## src/rtl/intr_ctrl_pkg.sv

```systemverilog
// Shared definitions for the interrupt controller: register offsets, FSM
// encoding and the claim-word helper.
package intr_ctrl_pkg;

    localparam logic [3:0] OFF_PENDING     = 4'h0;
    localparam logic [3:0] OFF_MASK        = 4'h4;
    localparam logic [3:0] OFF_CLAIM       = 4'h8;
    localparam int         CLAIM_VALID_BIT = 31;

    typedef enum logic [1:0] {
        IDLE       = 2'd0,
        ASSERTED   = 2'd1,
        IN_SERVICE = 2'd2
    } state_e;

    // Bit 31 flags a real claim so software can tell it apart from "nothing pending".
    function automatic logic [31:0] claim_word(input logic [4:0] id);
        logic [31:0] w;
        w                  = {27'd0, id};
        w[CLAIM_VALID_BIT] = 1'b1;
        return w;
    endfunction

endpackage

```

## src/rtl/intr_prio_enc.sv

```systemverilog
// Lowest-index-first priority encoder; index 0 is the highest priority.
module intr_prio_enc #(
    parameter int N_SRC = 4
) (
    input  logic [N_SRC-1:0] vec,
    output logic             any,
    output logic [4:0]       idx
);

    // Scan from the top down so the lowest set index is written last.
    always_comb begin
        any = |vec;
        idx = 5'd0;
        for (int i = N_SRC - 1; i >= 0; i--) begin
            idx = vec[i] ? 5'(i) : idx;
        end
    end

endmodule

```

## src/rtl/intr_ctrl.sv

```systemverilog
// Memory-mapped interrupt controller: edge-detected pending bits, mask,
// priority select and claim/EOI handshake. Define INTR_NEST_EN for nesting.
module intr_ctrl
    import intr_ctrl_pkg::*;
#(
    parameter int          N_SRC     = 4,
    parameter logic [31:0] BASE_ADDR = 32'hffff0010
) (
    input  logic             clk,
    input  logic             reset,
    input  logic [N_SRC-1:0] src,
    input  logic [31:0]      address,
    input  logic [31:0]      wdata,
    input  logic             MemRead,
    input  logic             MemWrite,
    output logic [31:0]      rdata,
    output logic             addr_hit,
    output logic             irq
);

    localparam logic [N_SRC-1:0] ONE_S  = N_SRC'(1'b1);
    localparam logic [N_SRC-1:0] ZERO_S = {N_SRC{1'b0}};

    logic [N_SRC-1:0] pending_r;
    logic [N_SRC-1:0] mask_r;
    logic [N_SRC-1:0] src_prev_r;
    state_e           state_r;
    logic             irq_r;

    logic [31:0]      off_s;
    logic [3:0]       word_s;
    logic             rd_en_s;
    logic             wr_en_s;
    logic [N_SRC-1:0] active_s;
    logic [N_SRC-1:0] rise_s;
    logic [N_SRC-1:0] clr_s;
    logic [N_SRC-1:0] claim_clr_s;
    logic             any_s;
    logic [4:0]       sel_s;
    logic             eligible_s;
    logic             claim_s;
    logic             eoi_s;
    logic [31:0]      rdata_s;

    // Unsigned wrap makes addresses below the base fall outside the window too.
    assign off_s    = address - BASE_ADDR;
    assign addr_hit = (off_s < 32'd12);
    assign word_s   = {off_s[3:2], 2'b00};
    assign rd_en_s  = MemRead & addr_hit;
    assign wr_en_s  = MemWrite & addr_hit;

    assign active_s = pending_r & mask_r;
    assign rise_s   = src & ~src_prev_r;
    assign clr_s    = (wr_en_s && (word_s == OFF_PENDING)) ? wdata[N_SRC-1:0] : ZERO_S;

    intr_prio_enc #(.N_SRC(N_SRC)) u_sel_enc (
        .vec (active_s),
        .any (any_s),
        .idx (sel_s)
    );

`ifdef INTR_NEST_EN
    logic [N_SRC-1:0] in_service_r;
    logic [N_SRC-1:0] in_service_n_s;
    logic [N_SRC-1:0] eoi_clr_s;
    logic             svc_any_s;
    logic [4:0]       svc_idx_s;

    intr_prio_enc #(.N_SRC(N_SRC)) u_svc_enc (
        .vec (in_service_r),
        .any (svc_any_s),
        .idx (svc_idx_s)
    );

    // Only a strictly higher-priority source may preempt the running handlers.
    assign eligible_s     = any_s & (~svc_any_s | (sel_s < svc_idx_s));
    assign eoi_clr_s      = eoi_s ? (ONE_S << wdata[4:0]) : ZERO_S;
    assign in_service_n_s = (in_service_r | claim_clr_s) & ~eoi_clr_s;
`else
    logic [4:0] in_service_id_r;

    assign eligible_s = any_s;
`endif

    assign claim_s     = rd_en_s && (word_s == OFF_CLAIM) && (state_r == ASSERTED) && eligible_s;
    assign eoi_s       = wr_en_s && (word_s == OFF_CLAIM);
    assign claim_clr_s = claim_s ? (ONE_S << sel_s) : ZERO_S;

    // Read mux; a read alongside a write sees the pre-write register value.
    always_comb begin
        rdata_s = 32'd0;
        if (reset) begin
            rdata_s = 32'd0;
        end else if (rd_en_s) begin
            case (word_s)
                OFF_PENDING: rdata_s = 32'(pending_r);
                OFF_MASK:    rdata_s = 32'(mask_r);
                OFF_CLAIM:   rdata_s = claim_s ? claim_word(sel_s) : 32'd0;
                default:     rdata_s = 32'd0;
            endcase
        end else begin
            rdata_s = 32'd0;
        end
    end

    assign rdata = rdata_s;
    assign irq   = irq_r;

    // Edge capture, pending (set beats clear) and mask registers.
    always_ff @(posedge clk or posedge reset) begin
        if (reset) begin
            pending_r  <= ZERO_S;
            mask_r     <= ZERO_S;
            src_prev_r <= ZERO_S;
        end else begin
            src_prev_r <= src;
            pending_r  <= (pending_r & ~clr_s & ~claim_clr_s) | rise_s;
            if (wr_en_s && (word_s == OFF_MASK)) begin
                mask_r <= wdata[N_SRC-1:0];
            end else begin
                mask_r <= mask_r;
            end
        end
    end

`ifdef INTR_NEST_EN
    // Handshake FSM with a stack of in-service sources; irq mirrors ASSERTED.
    always_ff @(posedge clk or posedge reset) begin
        if (reset) begin
            state_r      <= IDLE;
            irq_r        <= 1'b0;
            in_service_r <= ZERO_S;
        end else begin
            in_service_r <= in_service_n_s;
            case (state_r)
                IDLE: begin
                    state_r <= eligible_s ? ASSERTED : IDLE;
                    irq_r   <= eligible_s;
                end
                ASSERTED: begin
                    if (claim_s) begin
                        state_r <= IN_SERVICE;
                        irq_r   <= 1'b0;
                    end else if (!eligible_s) begin
                        state_r <= (in_service_n_s == ZERO_S) ? IDLE : IN_SERVICE;
                        irq_r   <= 1'b0;
                    end else begin
                        state_r <= ASSERTED;
                        irq_r   <= 1'b1;
                    end
                end
                IN_SERVICE: begin
                    if (in_service_n_s == ZERO_S) begin
                        state_r <= IDLE;
                        irq_r   <= 1'b0;
                    end else if (eligible_s) begin
                        state_r <= ASSERTED;
                        irq_r   <= 1'b1;
                    end else begin
                        state_r <= IN_SERVICE;
                        irq_r   <= 1'b0;
                    end
                end
                default: begin
                    state_r <= IDLE;
                    irq_r   <= 1'b0;
                end
            endcase
        end
    end
`else
    // Single-level handshake FSM; irq mirrors ASSERTED.
    always_ff @(posedge clk or posedge reset) begin
        if (reset) begin
            state_r         <= IDLE;
            irq_r           <= 1'b0;
            in_service_id_r <= 5'd0;
        end else begin
            case (state_r)
                IDLE: begin
                    state_r <= any_s ? ASSERTED : IDLE;
                    irq_r   <= any_s;
                end
                ASSERTED: begin
                    if (claim_s) begin
                        state_r         <= IN_SERVICE;
                        irq_r           <= 1'b0;
                        in_service_id_r <= sel_s;
                    end else if (!any_s) begin
                        state_r <= IDLE;
                        irq_r   <= 1'b0;
                    end else begin
                        state_r <= ASSERTED;
                        irq_r   <= 1'b1;
                    end
                end
                IN_SERVICE: begin
                    irq_r <= 1'b0;
                    if (eoi_s && (wdata[4:0] == in_service_id_r)) begin
                        state_r <= IDLE;
                    end else begin
                        state_r <= IN_SERVICE;
                    end
                end
                default: begin
                    state_r <= IDLE;
                    irq_r   <= 1'b0;
                end
            endcase
        end
    end
`endif

endmodule

```

## config.mk

```make
export PLATFORM = sky130hd
export DESIGN_NAME = intr_ctrl
export DESIGN_NICKNAME = d
export VERILOG_FILES = /design/src/rtl/intr_ctrl_pkg.sv /design/src/rtl/intr_prio_enc.sv /design/src/rtl/intr_ctrl.sv
export SDC_FILE = /design/constraint.sdc
export NUM_CORES = 1
export LEC_CHECK = 0
export BUFFER_PORTS_ARGS = -buffer_cell sky130_fd_sc_hd__buf_2
export CAP_MARGIN = 20
export CORE_AREA = 2 2 87 47
export DETAILED_ROUTE_END_ITERATION = 10
export DIE_AREA = 0 0 89 49
export GPL_ROUTABILITY_DRIVEN = 0
export GPL_TIMING_DRIVEN = 0
export PLACE_DENSITY = 0.86
export RECOVER_POWER = 100
export SETUP_SLACK_MARGIN = 0.05
export SYNTH_ARGS = -nofsm -noshare
export SYNTH_HDL_FRONTEND = slang
export SYNTH_SLANG_ARGS = --single-unit
export TNS_END_PERCENT = 10
```

## constraint.sdc

```tcl
create_clock -name clk -period 6 [get_ports clk]
set_input_delay 0.3 -clock clk [delete_from_list [all_inputs] [get_ports clk]]
set_output_delay 0.3 -clock clk [all_outputs]
set_load 0.05 [all_outputs]
```

Yosys cells after proc, flatten, opt, wreduce, memory -nomap -nowiden

Cells that the tools add are included.

Memory bits (read-only): 0
Register bits: 20
Input port bits: 72
Output and inout bits: 34
Word-level logic and storage cells: 52
Latch bits: 0
Memories: 0
RAM bits: 0

Equality and inequality tests: 5
Add/subtract/negate cells: 1
Bitwise logic cells: 10
Magnitude comparators: 1
Reductions and logical operators: 11
$mul: 0
Div/mod/pow operators: 0
Multiplexer cells: 17
Shift-type cells: 1

Operators by type and width:

| operator                 | number |
|---|---|
| $mux W32                 | 3 |
| $pmux W32 S3             | 1 |
| $lt A32 B4 Y1 const B    | 1 |
| $sub A32 B32 Y32 const B | 1 |
| $and A4 B4 Y4            | 4 |
| $mux W5                  | 3 |
| $not A4 Y4               | 3 |
| $mux W4                  | 2 |
| $logic_and A1 B1 Y1      | 7 |
| $mux W2                  | 3 |
| $pmux W2 S3              | 1 |
| $eq A5 B5 Y1             | 1 |
| $shl A1 B5 Y4 const A    | 1 |
| $eq A2 B1 Y1 const B     | 2 |
| $eq A2 B2 Y1 const B     | 2 |
| $logic_not A4 Y1         | 1 |
| $or A4 B4 Y4             | 1 |
| $reduce_or A4 Y1         | 1 |
| $mux W1                  | 3 |
| $and A1 B1 Y1            | 2 |
| $logic_not A2 Y1         | 1 |
| $pmux W1 S2              | 1 |
| $reduce_and A2 Y1        | 1 |

Depth between registers and ports, before layout

Gate-level depths: netlist (run 1).

Word-level depth: 10
Gate-level depth with buffers: 10
Gate-level depth less buffers: 8

Modules after synthesis

Synthesis (run 1) repeated with hierarchy kept, for this count alone.

Cell total of the unflattened synthesis: 188
Area, all modules: 1694.1 µm²

Modules (own cells, without submodules):

| module        | area each (µm²) | times used | seq. area each (µm²) | cells an instance |
|---|---|---|---|---|
| intr_ctrl     | 1632.8          | 1          | 500.5                | 177 |
| intr_prio_enc | 61.3            | 1          | 0.0                  | 11 |

Worst setup path after synthesis (run 1)

OpenSTA, ideal clock, no wires.

Path kind: input -> output
From: input address[7]
To: output rdata[0]
Slack: 2.308 ns
Stages on the path: 10
Data required time: 5.700 ns
Arrival time: 3.392 ns
Path through: or4_4 or4_1 buf_2 a211o_1 a211oi_2 o211ai_2 nor2_4 buf_6 nand3_2 a21oi_1

Cells in the longest elaborated chain, start to end: 10

Ends and longest elaborated chain:

| what                             | RTL line        | text |
|---|---|---|
| from (decl)                      | intr_ctrl.sv:12 | `input logic [31:0] address,` |
| $sub A32 B32 Y32 *               | intr_ctrl.sv:46 | `assign off_s = address - BASE_ADDR;` |
| $lt A32 B4 Y1 *                  | intr_ctrl.sv:47 | `assign addr_hit = (off_s < 32'd12);` |
| via addr_hit                     | intr_ctrl.sv:17 | `output logic addr_hit,` |
| $and A1 B1 Y1 *                  | intr_ctrl.sv:49 | `assign rd_en_s = MemRead & addr_hit;` |
| $logic_and A1 B1 Y1 (3 in a row) | intr_ctrl.sv:85 | `assign claim_s = rd_en_s && (word_s == OFF_CLAIM) && (state_r == ASSERTED) && eligible_s;` |
| $mux W32                         | intr_ctrl.sv:98 | `OFF_CLAIM: rdata_s = claim_s ? claim_word(sel_s) : 32'd0;` |
| $pmux W32 S3                     | intr_ctrl.sv:95 | `case (word_s)` |
| $mux W32 *                       | intr_ctrl.sv:94 | `end else if (rd_en_s) begin` |
| $mux W32 *                       | intr_ctrl.sv:92 | `if (reset) begin` |
| to (decl)                        | intr_ctrl.sv:16 | `output logic [31:0] rdata,` |

The timed path passes the listed nets; every way through them passes the cells marked *.

Worst setup path in the final report (run 1)

From: input address[7]
To: output rdata[3]

Cells in the longest elaborated chain, start to end: 10

Ends and longest elaborated chain:

| what                             | RTL line |
|---|---|
| $sub A32 B32 Y32 *               | intr_ctrl.sv:46 |
| $lt A32 B4 Y1 *                  | intr_ctrl.sv:47 |
| $and A1 B1 Y1 *                  | intr_ctrl.sv:49 |
| $logic_and A1 B1 Y1 (3 in a row) | intr_ctrl.sv:85 |
| $mux W32                         | intr_ctrl.sv:98 |
| $pmux W32 S3                     | intr_ctrl.sv:95 |
| $mux W32 *                       | intr_ctrl.sv:94 |
| $mux W32 *                       | intr_ctrl.sv:92 |

Every way passes the cells marked *; elsewhere a longest branch is shown, timed or not.

==> results.md, run 1 <==
- Fin util: a little over half
- Count of flip-flops with a built-in enable after synthesis: 0
- Vias post-DR: around 1500
- Die ar.: approximately 0.0044 sq mm
- Max-slew violations: 0
- Number of global-route vias before repair: ~1300
- Status: complete, no violations
- CP arrival: 3.92 ns
- Hold buffer count at CTS: 0
- All-Layer GR Usage: between 10% and 20%
- TritonCTS clock tree: yes
- CP required: around 5.7 ns
- Hold Crit Class: in -> async
- Commonest non-fill, non-tap cell in the layout: buf_2
- Critical Path Fanout Max: 10
- CP Launch Type: primary input
- R2R Path Start: state_r[0]
- CTS Root Cell: clkbuf_8
- Worst-margin pin slew: just over 0.7 ns
- Skew final: 0.004035 ns
- Final Cell Area: around 0.0019 sq mm
- CTS buffer count: 3
- I/O Buffers: 49
- CTS max path bufs: 2
- DIE HEIGHT: 49 um
- Setup_tns: 0 ns
- Area growth from synthesis to layout: 24.78%
- Unique masters post-synth: 59
- First-pass detailed-route iteration total: 5
- Drt initial violations: between 100 and 150
- Final min period: between 4 and 5 ns
- Grt ovf: 0
- Clk slew on worst S/H paths: roughly 0.07 ns
- Clk_lat worst skew: between 0.2 and 0.3 ns
- Fmax: roughly 0.24 GHz
- IO Count: 106
- Avg Synthesized Cell Area: ~8.9 sq um
- Met1 usage: ~28%
- DRC viols: 0
- GR Util met3: 4.907%
- Worst setup startpoint: address[7]
- HPWL Detailed: around 3300 um
- Cells after Synth: ~170
- H-tree depth: 1
- Die width: 89 um
- Routed vias/inst: between 4 and 5
- Final hold viol count: 0
- Fin crit share: 70.38%
- Pwr Density: ~150 mW/mm^2
- FP Rows: 16
- Peak VDD IR: roughly 0.000058 V
- Avg WL per Cell: 13.24 um
- Top FF cell, synth: dfrtp_1
- # diodes: 0
- Final setup fails: 0
- Element type at the critical path end: primary output
- Clk sinks: 17
- Max_cap viols: 0
- Worst R2R Path Depth: 6
- Most used cells in the layout excluding fill and tap cells: buf_2 (39), buf_4 (27), conb_1 (27), dfrtp_1 (17), clkbuf_1 (15)
- Min Hold Slack: 0.1563 ns
- Leakage: between 0.9 and 1 nW
- Initial Utilization: a little over two fifths
- R2R setup slack: ~4.4 ns
- Post-synth ARST share: between 90% and 100%
- Worst Setup Path Type: in -> out
- Share of layout cells above drive strength 1: between 30% and 40%
- Busiest layer in global routing: met1
- Unrepaired setup endpoints after global routing: no
- Post-Route WL: a little over 4000 um
- Initial antenna violation count: 0
- M2 GR Usage: around 27%
- First-pass GRT wire length: roughly 6300 um
- Post-synth design cell area: 0.001555 sq mm
- Nets: between 300 and 400
- Setup Fix Bufs, Post-CTS: 0
- Core footprint: between 0.003 and 0.004 sq mm
- Slew margin rel.: 52.46%
- CTS resizes: 0
- Seq/Total Area, Yosys: between 20% and 30%
- Largest net degree at the start of global routing: 19
- Dpl cell area: between 0.0015 and 0.002 sq mm
- Antenna Nets Post-Route: 0
- Synth warn: 0
- Number of synthesized register bits: 17
[synthesized netlist by cell type (2+ instances only)]
cell type	count	area share [%]
a21oi_1	4	1.3
a22o_1	3	1.7
a22oi_1	3	1.4
a32oi_1	2	1.1
a41oi_1	3	1.7
and3_1	2	0.80
buf_2	2	0.64
buf_4	27	13
dfrtp_1	17	27
inv_1	8	1.9
mux2_4	4	3.9
mux2i_1	4	2.6
nand2_1	11	2.7
nand3_1	7	2.3
nand3_2	2	1.3
nand4_1	6	2.4
nor2_1	9	2.2
nor2b_1	3	1.2
nor3_1	6	1.9
nor3_2	3	1.9
nor3b_1	2	0.97
nor4_1	4	1.6
o21bai_1	2	0.97
or4_1	2	0.97
xor2_1	4	2.3
[worst paths after layout]
path / end
max: rdata[3]
min: state_r[0]
max reg2reg: pending_r[3]
min reg2reg: pending_r[2]
max in group asynchronous: mask_r[0]
min in group clk: src_prev_r[1]
[flip-flops by register name, summed over array words and instances (netlist names)]
| register | flops |
|---|---|
| mask_r | 4 |
| pending_r | 4 |
| src_prev_r | 4 |
| in_service_id_r | 2 |
| state_r | 2 |
| irq | 1 |
[layout make-up]
type	count	area [sq um]
buffer	32	229.0
clock buffer	4	45.04
fill	373	1743
inverter	8	30.03
multi-input combinational	143	912.1
sequential	17	425.4
tap	54	67.56
timing repair buffer	49	231.5
[per-layer routing]
metal | up-vias | part of all wire [%]
met5 | - | 0
met4 | 0 | 0.42
met3 | 4 | 9.1
met2 | 71 | 41
met1 | 708 | 49
li1 | 750 | -
[worst max-delay path: stages]
cell      delay [ns]
buf_2           0.09
or4_1           0.53
or4_1           0.52
clkbuf_1        0.21
a211o_2         0.34
a22oi_1         0.15
o211ai_1        0.20
nor2_1          0.24
clkbuf_1        0.41
nand3_2         0.21
nor3_2          0.22
clkbuf_1        0.49
[report_power, final]
part	internal, mW	leakage, nW	switching, mW
registers	0.116	0.207	0.000378
clock network	0.0472	0.0228	0.0412
logic	0.0307	0.731	0.0625
[stage by stage]
step / worst slack [ns] / total power, mW / instances
4_1_cts: 2.433 / 0.2996 / 307
2_1_floorplan: 2.308 / 0.1877 / 200
3_3_place_gp: 2.480 / 0.2109 / 303
5_1_grt: 1.587 / 0.3123 / 307
6_report: 1.777 / 0.2979 / 307
3_5_place_dp: 2.425 / 0.2119 / 303
[kinds of logic after synthesis]
| family | Yosys count | synth area share (%) |
|---|---|---|
| AND/OR/NAND/NOR | 70 | 28.72 |
| flip-flops | 17 | 27.35 |
| multiplexers | 8 | 6.436 |
| other | 1 | 0.2411 |
| XOR/XNOR | 5 | 2.816 |
| AO/OA/AOI/OAI | 33 | 17.22 |
| buffers and inverters | 40 | 17.22 |
(Power assumes the default switching activity.)
==> run 2, diff against run 1 <==
--- a/config.mk
+++ b/config.mk
@@ -7,12 +7,12 @@
 export LEC_CHECK = 0
 export BUFFER_PORTS_ARGS = -buffer_cell sky130_fd_sc_hd__buf_2
 export CAP_MARGIN = 20
-export CORE_AREA = 2 2 87 47
+export CORE_AREA = 2 2 90 49
 export DETAILED_ROUTE_END_ITERATION = 10
-export DIE_AREA = 0 0 89 49
+export DIE_AREA = 0 0 92 51
 export GPL_ROUTABILITY_DRIVEN = 0
 export GPL_TIMING_DRIVEN = 0
-export PLACE_DENSITY = 0.86
+export PLACE_DENSITY = 0.8
 export RECOVER_POWER = 100
 export SETUP_SLACK_MARGIN = 0.05
 export SYNTH_ARGS = -nofsm -noshare
==> constraint.sdc (replaced) <==
create_clock -name clk -period 3.95 [get_ports clk]
set_input_delay 0.1975 -clock clk [delete_from_list [all_inputs] [get_ports clk]]
set_output_delay 0.1975 -clock clk [all_outputs]
set_load 0.05 [all_outputs]
==> results.md, run 2 (same netlist as run 1, synthesis figures left out) <==
- Grt ovf: 0 (unchanged)
- CP required: 3.75 ns (-1.95 ns)
- TritonCTS clock tree: yes
- Internal cell power: 294.9 uW (+52%)
- Setup Fix Bufs, Post-CTS: 0 (unchanged)
- DRC viols: 0 (unchanged)
- Max_cap viols: 0 (unchanged)
- Clk slew on worst S/H paths: 0.07 ns (about the same)
- Final setup fails: 0 (unchanged)
- Clk sinks: 17 (unchanged)
- H-tree depth: 1 (unchanged)
- Worst path top cell family by delay: simple AND/OR/NAND/NOR gates
- Register area: 425.4 sq um (unchanged)
- Leakage: 0.9946 nW (+3.5%)
- Hold Crit Class: in -> async
- CP Launch Type: primary input
- Core footprint: 0.004041 sq mm (+9.7%)
- Worst-path cell chain: buf_2 -> or4_4 -> or4_1 -> buf_2 -> a211o_1 -> a211oi_2 -> o211ai_1 -> nor2_1 -> buf_6 -> nand3_1 -> nor2_1 -> clkbuf_1
- CTS max path bufs: 2 (unchanged)
- Element type at the critical path end: primary output
- Area of the multi-input gates: 915.9 sq um (+0.41%)
- M2 GR Usage: 25.98% (-1.0 points)
- Die ar.: 0.004692 sq mm (+7.6%)
- Seq pwr share: 39.3% (+0.3 points)
- Final hold viol count: 0 (unchanged)
- GR Util met3: 3.097% (-1.8 points)
- First-pass GRT wire length: 6327 um (unchanged)
- Unrepaired setup endpoints after global routing: no
- Initial antenna violation count: 0 (unchanged)
- Post-route setup slack: 0.3866 ns (-1.391 ns)
- Sw frac: 34.51% (-0.41 points)
- Status: complete, no violations
- Crit-path slowest cell: or4_4
- CTS buffer count: 3 (unchanged)
- Dpl ws: 0.5444 ns (-1.880 ns)
- Fin crit share: 90.21%
- Number of global-route vias before repair: 1333 (-1.1%)
- Peak VDD IR: 0.0001322 V (+130%)
- Skew final: 0.004788 ns (+0.0007532 ns)
- Overall power consumption: 450.3 uW (+51%)
- Largest stage delay, worst path: 0.52 ns (about the same)
- Post-Route WL: 4017 um (-1.2%)
- Met1 usage: 26.41% (-1.9 points)
- Slew margin rel.: 52.43% (about the same)
- Nets: 326 (unchanged)
- CTS resizes: 0 (unchanged)
- Biggest regs: mask_r (4), pending_r (4), src_prev_r (4)
- DIE HEIGHT: 51 um (+4.1%)
- Die width: 92 um (+3.4%)
- Avg WL per Cell: 12.96 um (-2.1%)
- Setup_tns: 0 ns (unchanged)
- Busiest layer in global routing: met1
- Largest net degree at the start of global routing: 19 (unchanged)
- Clock network power share: 29.1% (-0.6 points)
- IO Count: 106 (unchanged)
- Area growth from synthesis to layout: 26.39%
- First-pass detailed-route iteration total: 4 (-1)
- FP Rows: 17 (+1)
- Final min period: 3.563 ns
- Max-slew violations: 0 (unchanged)
- Pwr Density: 229.1 mW/mm^2 (+49%)
- CP bufs+invs: 4 (unchanged)
- Share of layout cells above drive strength 1: 35.97% (+4.0 points)
- HPWL Detailed: 3338 um (+1.2%)
- Dpl cell area: 0.001969 sq mm (+0.19%)
- Commonest non-fill, non-tap cell in the layout: buf_2
- # diodes: 0 (unchanged)
- CTS Root Cell: clkbuf_8
- CP arrival: 3.37 ns (-0.55 ns)
- I/O Buffers: 49 (unchanged)
- Fillers: 397 (+6.4%)
- Routed vias/inst: 4.761 (-4.6%)
- Worst Setup Path Type: in -> out
- Min Hold Slack: 0.06130 ns (-0.09503 ns)
- P_sw: 155.4 uW (+49%)
- Antenna Nets Post-Route: 0 (unchanged)
- Hold buffer count at CTS: 0 (unchanged)
- Final Cell Area: 0.001966 sq mm (+1.3%)
- Critical Path Fanout Max: 10 (unchanged)
- Fmax: approximately 0.28 GHz
- Initial Utilization: 38.48% (-3.7 points)
- Worst-margin pin slew: 0.7127 ns (+0.0004343 ns)
- Power share of the combinational group: 31.7% (+0.4 points)
- Clk_lat worst skew: 0.25 ns (about the same)
- Drt initial violations: 107 (-7.0%)
- Most used cells in the layout excluding fill and tap cells: buf_2 (47), buf_4 (27), conb_1 (27), dfrtp_1 (17), nand2_1 (11)
- Vias post-DR: 1476 (-3.7%)
- All-Layer GR Usage: 17.38% (-1.5 points)
run 2: cell types whose count changed in the layout (fill, tap and decap cells not counted):
cell / change
clkbuf_1: -9
buf_2: +8
buf_6: +1
or4_1: -1
or4_4: +1
run 2: path summary, 6_finish.rpt:
kind	start	endpoint	slack [ns]	cells after the start
min in group clk	src[1]	src_prev_r[1]	0.07	1
setup / recovery	address[7]	rdata[31]	0.39	12
hold / removal	reset	state_r[1]	0.06	2
max in group asynchronous	reset	src_prev_r[2]	3.43	2
setup reg to reg	state_r[0]	pending_r[3]	2.39	6
hold reg to reg	src_prev_r[2]	pending_r[2]	0.46	1
run 2: final cells by class:
| cell class | instances | area share, % |
|---|---|---|
| Buffer | 32 | 12.09 |
| Clock buffer | 4 | 2.292 |
| Inverter | 8 | 1.528 |
| Multi-Input combinational cell | 143 | 46.59 |
| Sequential cell | 17 | 21.64 |
| Tap cell | 57 | 3.628 |
| Timing Repair Buffer | 49 | 12.22 |
run 2: stage by stage:
stage / utilization, % / cells
3_3_place_gp: 48.73 / 306
2_1_floorplan: - / 200
4_1_cts: 49.85 / 310
6_report: 48.64 / 310
3_5_place_dp: 48.73 / 306
5_1_grt: 48.64 / 310
run 2: power groups by stage:
stage	clock (mW)	sequential [mW]	combinational [mW]
floorplan	0	0.180	0.105
global placement	0	0.180	0.141
detailed placement	0	0.180	0.142
CTS	0.135	0.177	0.143
global route	0.146	0.177	0.152
finish	0.131	0.177	0.143
run 2: routing by layer:
layer  part of all wire (%)  vias to the layer above
met5                      0                        -
met4                   0.60                        0
met2                     42                       48
met3                    6.2                        2
met1                     51                      673
li1                       -                      753
==> run 3, diff against run 2 <==
--- a/config.mk
+++ b/config.mk
@@ -5,14 +5,15 @@
 export SDC_FILE = /design/constraint.sdc
 export NUM_CORES = 1
 export LEC_CHECK = 0
+export ABC_AREA = 1
 export BUFFER_PORTS_ARGS = -buffer_cell sky130_fd_sc_hd__buf_2
 export CAP_MARGIN = 20
-export CORE_AREA = 2 2 90 49
+export CORE_AREA = 2 2 104 56
 export DETAILED_ROUTE_END_ITERATION = 10
-export DIE_AREA = 0 0 92 51
+export DIE_AREA = 0 0 106 58
 export GPL_ROUTABILITY_DRIVEN = 0
 export GPL_TIMING_DRIVEN = 0
-export PLACE_DENSITY = 0.8
+export PLACE_DENSITY = 0.82
 export RECOVER_POWER = 100
 export SETUP_SLACK_MARGIN = 0.05
 export SYNTH_ARGS = -nofsm -noshare
==> results.md, run 3 <==
- Clk_lat worst skew: 0.25 ns (about the same)
- Final min period: 3.250 ns (-0.3139 ns)
- Final hold viol count: 0 (unchanged)
- Area contributors post-synth: nand2_1 (21%), dfrtp_1 (17%), inv_1 (9.0%)
- Hold Crit Class: in -> reg
- Setup Fix Bufs, Post-CTS: 0 (unchanged)
- Avg Synthesized Cell Area: 5.825 sq um (-35%)
- Clk slew on worst S/H paths: 0.07 ns (about the same)
- Skew final: 0.003856 ns (-0.0009328 ns)
- Cells after Synth: 424 (+140%)
- Post-synth design cell area: 0.002470 sq mm (+59%)
- Slew margin rel.: 54.53% (+2.1 points)
- Nets: 575 (+76%)
- Status: complete, no violations
- First-pass detailed-route iteration total: 5 (+1)
- Min Hold Slack: 0.06183 ns (+0.0005295 ns)
- Post-synth ARST share: 100.0% (unchanged)
- Overall power consumption: 514.3 uW (+14%)
- Fmax: 0.3077 GHz (+9.7%)
- Most instantiated library cell after synthesis: nand2_1
- IO Count: 106 (unchanged)
- Post-synth top cells: nand2_1 (138), inv_1 (59), nor2_1 (51), nand3_1 (41), buf_4 (29)
- Max_cap viols: 0 (unchanged)
- Fillers: 566 (+43%)
- Post-Route WL: 7108 um (+77%)
- Pwr Density: 177.7 mW/mm^2 (-22%)
- Synth warn: 0 (unchanged)
- Initial Utilization: 47.01% (+8.5 points)
- Initial antenna violation count: 0 (unchanged)
- Crit-path slowest cell: nor2_1
- Antenna Nets Post-Route: 0 (unchanged)
- Leakage: 1.716 nW (+72%)
- TritonCTS clock tree: yes
- H-tree depth: 1 (unchanged)
- Largest stage delay, worst path: 0.39 ns (-0.13 ns)
- Fin crit share: 82.27% (-7.9 points)
- Finished Layout Cells: 575 (+85%)
- Worst path top cell family by delay: simple AND/OR/NAND/NOR gates
- Seq/Total Area, Yosys: 17.22% (-10 points)
- Share of layout cells above drive strength 1: 21.31% (-15 points)
- FP Rows: 19 (+2)
- Clk sinks: 17 (unchanged)
- Number of global-route vias before repair: 2502 (+88%)
- CP required: 3.75 ns (about the same)
- All-Layer GR Usage: 24.07% (+6.7 points)
- Max-slew violations: 0 (unchanged)
- Die ar.: 0.006148 sq mm (+31%)
- Unique masters post-synth: 36 (-39%)
- CP arrival: 3.05 ns (-0.32 ns)
- CTS Root Cell: clkbuf_8
- Hold buffer count at CTS: 0 (unchanged)
- Worst-path cell chain: buf_2 -> nor2_1 -> nand2_1 -> nor2_4 -> nand2_4 -> buf_4 -> nand3_1 -> nand3_1 -> nor2_1 -> nand2_1 -> nor2_1 -> nand4_1 -> nor2_1 -> nand3_1 -> a21oi_1 -> buf_2
- CP Launch Type: primary input
- Most used cells in the layout excluding fill and tap cells: nand2_1 (140), inv_1 (59), nor2_1 (55), nand3_1 (41), buf_2 (40)
- HPWL Detailed: 6037 um (+81%)
- Final setup fails: 0 (unchanged)
- Worst-margin pin slew: 0.6812 ns (-0.03149 ns)
- DIE HEIGHT: 58 um (+14%)
- CTS buffer count: 3 (unchanged)
- CP most frequent cell: nor2_1
- Fin util: 55.08% (+6.4 points)
- Core footprint: 0.005254 sq mm (+30%)
- CP bufs+invs: 3 (-1)
- Element type at the critical path end: primary output
- CTS max path bufs: 2 (unchanged)
- Placed cell count: 571 (+87%)
- Drt initial violations: 226 (+110%)
- Grt ovf: 0 (unchanged)
- Peak VDD IR: 0.0001329 V (+0.51%)
- Setup_tns: 0 ns (unchanged)
- Top FF cell, synth: dfrtp_1
- Area growth from synthesis to layout: 17.17%
- Unrepaired setup endpoints after global routing: no
- Worst Setup Path Type: in -> out
- DRC viols: 0 (unchanged)
- Commonest non-fill, non-tap cell in the layout: nand2_1
- CTS resizes: 0 (unchanged)
- First-pass GRT wire length: 11740 um (+86%)
- Critical Path Fanout Max: 10 (unchanged)
- Count of flip-flops with a built-in enable after synthesis: 0 (unchanged)
- Biggest regs: mask_r (4), pending_r (4), src_prev_r (4)
- Largest net degree at the start of global routing: 19 (unchanged)
- Area leader, netlist: nand2_1
- Avg WL per Cell: 12.36 um (-4.6%)
- I/O Buffers: 48 (-2.0%)
- Routed vias/inst: 4.878 (+2.5%)
- Die width: 106 um (+15%)
- Number of synthesized register bits: 17 (unchanged)
- # diodes: 0 (unchanged)
- Vias post-DR: 2805 (+90%)
- Top cell type's share of synthesized area: 20.97% (-6.4 points)
## run 3: cell types whose count changed after synthesis, sizes merged, moves of 12 or more
cell / change
nand3: +35
nor2: +56
nand2: +138
nand4: +12
inv: +54
## run 3: power breakdown
group | internal (mW) | switching, mW
combinational | 0.0606 | 0.147
clock | 0.0716 | 0.0586
sequential | 0.176 | 0.000546
total | 0.308 | 0.206
## run 3: metal layers
| layer | GRT usage, % | part of all wire [%] |
|---|---|---|
| met4 | 3.571 | 0.15 |
| met1 | 36.52 | 48 |
| met2 | 33.73 | 39 |
| met5 | 0 | 0 |
| met3 | 7.762 | 13 |
## run 3: path summary, 6_finish.rpt
check                              start       endpoint  slack (ns)  cells past startpoint
max in group asynchronous          reset      mask_r[2]        3.43                      2
min reg2reg                src_prev_r[3]   pending_r[3]        0.48                      3
min                               src[0]  src_prev_r[0]        0.06                      1
min in group asynchronous          reset     state_r[1]        0.08                      2
max reg2reg                    mask_r[0]   pending_r[3]        2.42                      7
max                           address[6]       rdata[1]        0.70                     16
## run 3: cells by family after synthesis
family	Yosys count	share of synthesized area (%)
other cells	1	0.1518
flops	17	17.22
simple gates	293	58.46
xor+xnor	1	0.3547
compound gates	19	4.762
buf+inv	93	19.05
## run 3: layout make-up
cell class                 instances  area [sq um]  share of cell area, %
multi-input combinational        340          1632                  56.38
sequential                        17         425.4                  14.70
inverter                          63         241.5                  8.344
timing repair buffer              48         230.2                  7.955
buffer                            30         229.0                  7.912
tap                               73         91.34                  3.156
clock buffer                       4         45.04                  1.556
## run 3: worst register-to-register path, cell delays in order (launching register included)
cell	delay [ns]
dfrtp_1	0.44
nand2_1	0.10
nand2_1	0.11
nor2_1	0.07
nor2_1	0.34
nand4_1	0.20
nand2_1	0.11
nand2_1	0.05
## run 3: per-stage QoR
stage / cell area [sq um] / setup WS (ns)
2_1_floorplan: 2567 / 1.160
3_3_place_gp: 2899 / 1.341
3_5_place_dp: 2899 / 1.230
4_1_cts: 2944 / 1.226
5_1_grt: 2894 / 0.5352
6_report: 2894 / 0.7004
